===== src/rtl/hazard_controller.sv =====
// hazard_controller: interlock and forwarding control for the 5-stage RV32I pipe.
// Tracks the EX/MEM/WB instructions as small records and, from the decoded ID
// instruction, produces PC/IF-ID enables, flush/bubble controls, registered EX
// operand forwarding selects and a stall-cycle counter.
// Configuration macro: HAZARD_FORWARDING_EN (defined = forwarding with load-use
// interlock only; undefined = full RAW interlock on EX and MEM, no forwarding).

`ifndef NOTLOAD
`define NOTLOAD   3'b000
`endif
`ifndef NOTSTORE
`define NOTSTORE  2'b00
`endif
`ifndef NOTBRANCH
`define NOTBRANCH 3'b000
`endif
`ifndef Beq
`define Beq       3'b001
`endif
`ifndef Bne
`define Bne       3'b010
`endif
`ifndef Blt
`define Blt       3'b011
`endif
`ifndef Bge
`define Bge       3'b100
`endif
`ifndef Bltu
`define Bltu      3'b101
`endif
`ifndef Bgeu
`define Bgeu      3'b110
`endif

module hazard_controller #(
   parameter int XLEN = 32
) (
   input  logic            clk,
   input  logic            rst_n,
   input  logic            id_valid,
   input  logic [4:0]      srcreg1_num,
   input  logic [4:0]      srcreg2_num,
   input  logic [4:0]      dstreg_num,
   input  logic            using_r2,
   input  logic            write_reg,
   input  logic [2:0]      info_load,
   input  logic [1:0]      info_store,
   input  logic [2:0]      info_branch,
   input  logic            ex_redirect,
   input  logic            mem_stall,
   output logic            pc_we,
   output logic            ifid_we,
   output logic            flush_if,
   output logic            bubble_ex,
   output logic [1:0]      fwd_a_sel,
   output logic [1:0]      fwd_b_sel,
   output logic [XLEN-1:0] stall_count
);

   typedef struct packed {
      logic       valid;
      logic [4:0] rd;
      logic       wr;
      logic       ld;
   } stage_rec_t;

   stage_rec_t      ex_rec_r, mem_rec_r, wb_rec_r;
   stage_rec_t      ex_next_s;
   logic [1:0]      fwd_a_r, fwd_b_r;
   logic [1:0]      fwd_a_next_s, fwd_b_next_s;
   logic [XLEN-1:0] stall_count_r;

   logic br_cmp_s, rs1_used_s, rs2_used_s;
   logic ex_hit1_s, ex_hit2_s, mem_hit1_s, mem_hit2_s;
   logic hazard_s, issue_s, count_inc_s;
   logic pc_we_s, ifid_we_s, flush_if_s, bubble_ex_s;
   logic unused_s;

   // A record produces register r when it is live, writes, and r is not x0
   function automatic logic rec_match(input stage_rec_t rec, input logic [4:0] r);
      return rec.valid & rec.wr & (rec.rd == r) & (rec.rd != 5'd0);
   endfunction

   // Conditional branches are the only branch class that reads rs2
   always_comb begin
      br_cmp_s = 1'b0;
      case (info_branch)
         `Beq, `Bne, `Blt, `Bge, `Bltu, `Bgeu: br_cmp_s = 1'b1;
         default:                              br_cmp_s = 1'b0;
      endcase
   end

   assign rs1_used_s = (srcreg1_num != 5'd0);
   assign rs2_used_s = (srcreg2_num != 5'd0) &
                       (using_r2 | (info_store != `NOTSTORE) | br_cmp_s);

   assign ex_hit1_s  = rs1_used_s & rec_match(ex_rec_r,  srcreg1_num);
   assign ex_hit2_s  = rs2_used_s & rec_match(ex_rec_r,  srcreg2_num);
   assign mem_hit1_s = rs1_used_s & rec_match(mem_rec_r, srcreg1_num);
   assign mem_hit2_s = rs2_used_s & rec_match(mem_rec_r, srcreg2_num);

   // WB writes the register file before ID reads it, so WB never needs a check
   assign unused_s = ^{wb_rec_r, mem_rec_r.ld};

   assign issue_s   = id_valid & ~bubble_ex_s;
   assign ex_next_s = {issue_s, dstreg_num, write_reg, (info_load != `NOTLOAD)};

`ifdef HAZARD_FORWARDING_EN
   // EX producer wins over MEM because it is the younger value
   function automatic logic [1:0] fwd_pick(input logic ex_hit, input logic mem_hit);
      logic [1:0] sel;
      if (ex_hit) begin
         sel = 2'b01;
      end else if (mem_hit) begin
         sel = 2'b10;
      end else begin
         sel = 2'b00;
      end
      return sel;
   endfunction

   assign hazard_s     = ex_rec_r.ld & (ex_hit1_s | ex_hit2_s);
   assign fwd_a_next_s = issue_s ? fwd_pick(ex_hit1_s, mem_hit1_s) : 2'b00;
   assign fwd_b_next_s = issue_s ? fwd_pick(ex_hit2_s, mem_hit2_s) : 2'b00;
`else
   assign hazard_s     = ex_hit1_s | ex_hit2_s | mem_hit1_s | mem_hit2_s;
   assign fwd_a_next_s = 2'b00;
   assign fwd_b_next_s = 2'b00;
`endif

   // Prioritised pipe control: reset, memory freeze, redirect, interlock, run
   always_comb begin
      pc_we_s     = 1'b1;
      ifid_we_s   = 1'b1;
      flush_if_s  = 1'b0;
      bubble_ex_s = 1'b0;
      count_inc_s = 1'b0;
      if (!rst_n) begin
         pc_we_s     = 1'b1;
         ifid_we_s   = 1'b1;
      end else if (mem_stall) begin
         pc_we_s     = 1'b0;
         ifid_we_s   = 1'b0;
      end else if (ex_redirect) begin
         flush_if_s  = 1'b1;
         bubble_ex_s = 1'b1;
      end else if (hazard_s & id_valid) begin
         pc_we_s     = 1'b0;
         ifid_we_s   = 1'b0;
         bubble_ex_s = 1'b1;
         count_inc_s = 1'b1;
      end else begin
         pc_we_s     = 1'b1;
         ifid_we_s   = 1'b1;
      end
   end

   // Record advance, issue-time forwarding selects and saturating stall counter
   always_ff @(posedge clk or negedge rst_n) begin
      if (!rst_n) begin
         ex_rec_r      <= '0;
         mem_rec_r     <= '0;
         wb_rec_r      <= '0;
         fwd_a_r       <= 2'b00;
         fwd_b_r       <= 2'b00;
         stall_count_r <= {XLEN{1'b0}};
      end else if (!mem_stall) begin
         wb_rec_r  <= mem_rec_r;
         mem_rec_r <= ex_rec_r;
         ex_rec_r  <= ex_next_s;
         fwd_a_r   <= fwd_a_next_s;
         fwd_b_r   <= fwd_b_next_s;
         if (count_inc_s && (stall_count_r != {XLEN{1'b1}})) begin
            stall_count_r <= stall_count_r + {{(XLEN-1){1'b0}}, 1'b1};
         end else begin
            stall_count_r <= stall_count_r;
         end
      end else begin
         ex_rec_r      <= ex_rec_r;
         mem_rec_r     <= mem_rec_r;
         wb_rec_r      <= wb_rec_r;
         fwd_a_r       <= fwd_a_r;
         fwd_b_r       <= fwd_b_r;
         stall_count_r <= stall_count_r;
      end
   end

   assign pc_we       = pc_we_s;
   assign ifid_we     = ifid_we_s;
   assign flush_if    = flush_if_s;
   assign bubble_ex   = bubble_ex_s;
   assign fwd_a_sel   = fwd_a_r;
   assign fwd_b_sel   = fwd_b_r;
   assign stall_count = stall_count_r;

endmodule


===== config.mk =====
export PLATFORM = sky130hd
export DESIGN_NAME = hazard_controller
export DESIGN_NICKNAME = d
export VERILOG_FILES = /design/src/rtl/hazard_controller.sv
export SDC_FILE = /design/constraint.sdc
export NUM_CORES = 1
export LEC_CHECK = 0
export BUFFER_PORTS_ARGS = -buffer_cell sky130_fd_sc_hd__buf_2
export CORE_MARGIN = 2
export CORE_UTILIZATION = 52
export DETAILED_ROUTE_END_ITERATION = 12
export PLACE_DENSITY = 0.79
export SYNTH_ARGS = -nofsm -noshare
export SYNTH_HDL_FRONTEND = slang
export SYNTH_SLANG_ARGS = --single-unit

===== constraint.sdc =====
create_clock -name clk -period 3 [get_ports clk]
set_input_delay 0.3 -clock clk [delete_from_list [all_inputs] [get_ports clk]]
set_output_delay 0.3 -clock clk [all_outputs]
set_load 0.02 [all_outputs]

* Word-level counts from Yosys, hierarchy flattened *
Index checks and enable logic that the tools add are counted.

word-level totals
  register bits after elaboration = 46
  output and inout bits = 40

operators by class
  $add $sub $neg = 1
  equal/unequal tests = 11
  mux-type cells = 15
  bitwise logic cells = 24
  reductions and logical operators = 8

operators with widths
  cell                     number
  $add A32 B1 Y32 const B  1
  $ne A32 B32 Y1 const B   1
  $eq A5 B5 Y1             4
  $reduce_bool A5 Y1       4
  $and A1 B1 Y1            17
  $mux W1                  15
  $eq A3 B3 Y1 const B     3
  $eq A3 B2 Y1 const B     2
  $reduce_or A6 Y1         1
  $or A1 B1 Y1             5
  $eq A3 B1 Y1 const B     1
  $not A1 Y1               2
  $reduce_and A2 Y1        1
  $reduce_bool A2 Y1       1
  $logic_and A1 B1 Y1      1

* Depth between registers and ports, before layout *
  word-level depth = 16
  mapped depth = 9

* Least setup slack after synthesis *
No wires, ideal clock.

  path type = input to output
  from = input info_branch[2]
  to = output pc_we
  slack = 334 ps
  path buffers = 2
  data required time = 2,700 ps
  arrival time = 2,366 ps
  stages on the path = 9
  cell sequence = or3_1 -> a2111oi_2 -> nor4b_1 -> o2111a_1 -> nor2_4 -> buf_4 -> nor2_1 -> o21ai_1 -> buf_4

between the ends
  cells in the longest elaborated chain, start to end = 14
  elaborated cells on any way between the ends = 20
  those cells by class = 6 x eq/ne; 5 x mux; 8 x bitwise; 1 x reduce/logical

RTL lines
  item                                        line  RTL
  from (decl)                                 49    input logic [2:0] info_branch,
  $eq A3 B1 Y1, or another cell as far along  88    case (info_branch)
  $reduce_or A6 Y1 (*)                        88
  $mux W1 (*)                                 88
  $or A1 B1 Y1 (*)                            96    (using_r2 | (info_store != `NOTSTORE) | br_cmp_s);
  $and A1 B1 Y1 (*)                           95    assign rs2_used_s = (srcreg2_num != 5'd0) &
  $and A1 B1 Y1                               99    assign ex_hit2_s = rs2_used_s & rec_match(ex_rec_r, srcreg2_num);
  $or A1 B1 Y1 (2 in a row)                   127   assign hazard_s = ex_hit1_s | ex_hit2_s | mem_hit1_s | mem_hit2_s;
  $or A1 B1 Y1 (*)                            127
  $and A1 B1 Y1 (*)                           148   end else if (hazard_s & id_valid) begin
  $mux W1 (*) (4 in a row)                    n/a
  to (decl)                                   52    output logic pc_we,

Every way passes the cells marked *; elsewhere a longest branch is shown, timed or not.

* Worst setup path in the final report *
  from = register mem_rec_r[2] in the netlist's numbering
  to = output ifid_we

between the ends
  cells in the longest elaborated chain, start to end = 11
  elaborated cells on any way between the ends = 16
  those cells by class = 2 x eq/ne; 4 x mux; 9 x bitwise; 1 x reduce/logical

RTL lines
  item                        line  RTL
  from (decl)                 68    stage_rec_t ex_rec_r, mem_rec_r, wb_rec_r;
  from (signal assigned)      170   mem_rec_r <= ex_rec_r;
  from (signal assigned)      181   mem_rec_r <= mem_rec_r;
  $eq A5 B5 Y1                82    return rec.valid & rec.wr & (rec.rd == r) & (rec.rd != 5'd0);
  $and A1 B1 Y1 (2 in a row)  82
  $and A1 B1 Y1               100   assign mem_hit1_s = rs1_used_s & rec_match(mem_rec_r, srcreg1_num);
  $or A1 B1 Y1                127
  $or A1 B1 Y1 (*)            127
  $and A1 B1 Y1 (*)           148
  $mux W1 (*)                 148
  $mux W1 (*)                 145   end else if (ex_redirect) begin
  $mux W1 (*)                 142   end else if (mem_stall) begin
  $mux W1 (*)                 139   if (!rst_n) begin
  to (decl)                   53    output logic ifid_we,

Marked as above.

==> impl_metrics.toml <==
[placement]
place_area_mm2 = 0.00292
portBuffers = 62
gp_congestion = 0.901
dp.final_hpwl_mm = 3.84

[clock_tree]
insertion_delay_ns = 0.29
post_cts.repair.setup_buffers = 0
cts_sinks = 46
cts_root_buf = "clkbuf_8"
clkTransAtPathRegs_ns = 0.09
postCtsHoldBufs = 0
cts_buffers = 5
htreeDepth = 2
cts_buffer_depth = 2
ctsResizeCount = 0
cts_tree = "built"

[yosys]
yosysTopAreaCell = "dfrtp_1"
synth.distinct_cells = 38
yosys_most_used_dff = "dfrtp_1"
synth_top_area_share = 0.449
syn_area_mm2 = 0.00257
async_flop_share = 1.00
ys_top_cells_by_area = "dfrtp_1 45%, xor2_1 14%, mux2_2 5.7%"
syn_inst = 243
syn_area_per_cell_um2 = 10.6
synth-edff-count = 0
ys_seq_elements = 46
yosysSeqAreaShare = 0.449
synth_warnings = 0

[sta]
worst_slew_pin_slew_ns = 0.594
slew_viol_final = 0
rsz0062_at_grt = "false"
fin_skew_ns = 0.00863
fin_setup_tns_ns = 0
fin_crit_ns = 2.55
fin_crit_sh = 0.849
slew_headroom = 0.604
fmax_mhz = 393
finalHoldViolCount = 0
setup_viol = 0

[finish]
drive_gt1_frac = 0.300
design_area_mm2 = 0.00301
syn_to_final_growth_pct = 17.4
n_antenna_cell = 0
nNetsFinal = 337

[critical_path]
crit_arrival_ns = 2.25
cp-start-kind = "register"
critPathCaptureType = "primary output"
critical_path_class = "reg2out"
crit_fanout = 4
required_ns = 2.70

[detailed_routing]
dr.pass1.iters = 4
vias_per_cell = 5.39
route.antenna.remaining_nets = 0
wirelength_mm = 5.33
num_vias = 2014
post_drt_wl_per_cell_um = 14.3
drt_iter0_drc = 96
drcViolationCount = 0

[power_and_ir_drop]
peakVddDrop_mv = 0.304
powerDensity_mw_per_mm2 = 409
p_leak_nw = 1.56
total_power_w = 0.00123

[global_route]
grt_pass1_wl_mm = 8.99
grt_max_degree = 49
use_met2 = 0.333
met1_usage = 0.297
use_met3 = 0.0379
grt-ovfl-total = 0
grt_antenna_before_repair = 0
grt_use_total = 0.210
busiest_layer = "met2"
grt_pass1_vias = 1909

[floorplanning]
dieArea_mm2 = 0.00551
fp.coreArea_mm2 = 0.00475
initial_core_util = 0.540
die_y_um = 74.3
die_w_um = 74.3
rows = 25
pin_count = 70

[outcome]
status = "finished, final reports clean"

[hold_path]
hold_class = "in2async"

[run]
drv_cap = 0
report_power, final:
group          internal [W]  leakage [nW]  switching (W)  total (W)
sequential         0.000645         0.607      0.0000351   0.000680
clock              0.000191        0.0489       0.000203   0.000393
combinational     0.0000767         0.901      0.0000811   0.000158
total              0.000912          1.56       0.000319    0.00123
registers in the layout (all words and copies together), names as in the netlist:
register,count
stall_count,32
mem_rec_r,7
ex_rec_r,7
cell families (layout without fill, tap and decap cells):
logic type                 count (synthesis)  after routing  share of synthesized area
AOI/OAI and AO/OA                          9              9                     0.0356
muxes                                     14             14                     0.0629
and+or+nand+nor                          107            107                      0.233
adders and majority gates                  1              1                    0.00487
DFF                                       46             46                      0.449
buffers and inverters                     14             75                     0.0395
xor gates and xnor gates                  51             51                      0.174
other                                      1              4                    0.00146
final timing paths:
kind / startpoint / slack (ns) / to / depth (start not counted)
min in group clk: dstreg_num[4] / 0.24 / ex_rec_r[6] / 2
max in group asynchronous: rst_n / 2.45 / mem_rec_r[5] / 2
max: mem_rec_r[2] / 0.45 / ifid_we / 8
min reg2reg: stall_count[16] / 0.48 / stall_count[16] / 1
max reg2reg: stall_count[0] / 0.63 / stall_count[26] / 7
min: rst_n / 0.14 / stall_count[30] / 2
through the flow:
step	hold slack, ns	worst slack (ns)	std cells	util
after global placement	0.469	0.534	366	0.613
after floorplan	0.00441	0.334	246	-
after global routing	0.195	0.325	374	0.633
after detailed placement	0.472	0.519	366	0.613
after CTS	0.159	0.429	374	0.633
final	0.138	0.454	374	0.633
final cells by class:
type | count | area [um2]
clock inverters | 1 | 8.76
well taps | 67 | 83.8
repair buffers | 66 | 353
multi-input cells | 186 | 1330
flip-flops and latches | 46 | 1150
clock buffers | 7 | 86.3
fillers | 423 | 1740
inverters | 1 | 3.75
critical path, cell delays in order (launching register included):
cell     delay (ns)
dfrtp_1        0.44
or3_1          0.38
o311a_1        0.32
nand4_1        0.08
o21ai_1        0.12
nor2_4         0.18
nor2_1         0.07
o21ai_1        0.17
buf_2          0.20
metal layers:
metal / part of all wire / vias to the layer above
li1: - / 978
met1: 0.46 / 984
met2: 0.49 / 50
met3: 0.041 / 2
met4: 0.0054 / 0
met5: 0 / -
synth_stat cells, types with 3 or more instances:
| library cell | count |
|---|---|
| nor4b_1 | 3 |
| mux2_2 | 13 |
| and4_1 | 4 |
| nor4_1 | 10 |
| nor3_1 | 20 |
| nand3_1 | 15 |
| xnor2_1 | 11 |
| and3_1 | 6 |
| xor2_1 | 40 |
| nand2b_1 | 3 |
| dfrtp_1 | 46 |
| nor2_1 | 8 |
| nor2b_1 | 3 |
| nand4_1 | 9 |
| buf_4 | 9 |
| nand2_1 | 14 |
| nor3b_1 | 3 |
cells in the final DEF, fill, tap and decap left out, types with 3 or more instances in the layout:
master     n
buf_2     62
dfrtp_1   46
xor2_1    40
nor3_1    20
nand3_1   15
nand2_1   14
mux2_2    13
xnor2_1   11
nor4_1    10
nand4_1    9
nor2_1     8
and3_1     6
clkbuf_8   6
and4_1     4
conb_1     4
nand2b_1   3
nor4b_1    3
nor2b_1    3
nor3b_1    3
buf_4      3
No activity file was read; power rests on OpenSTA's default activity.
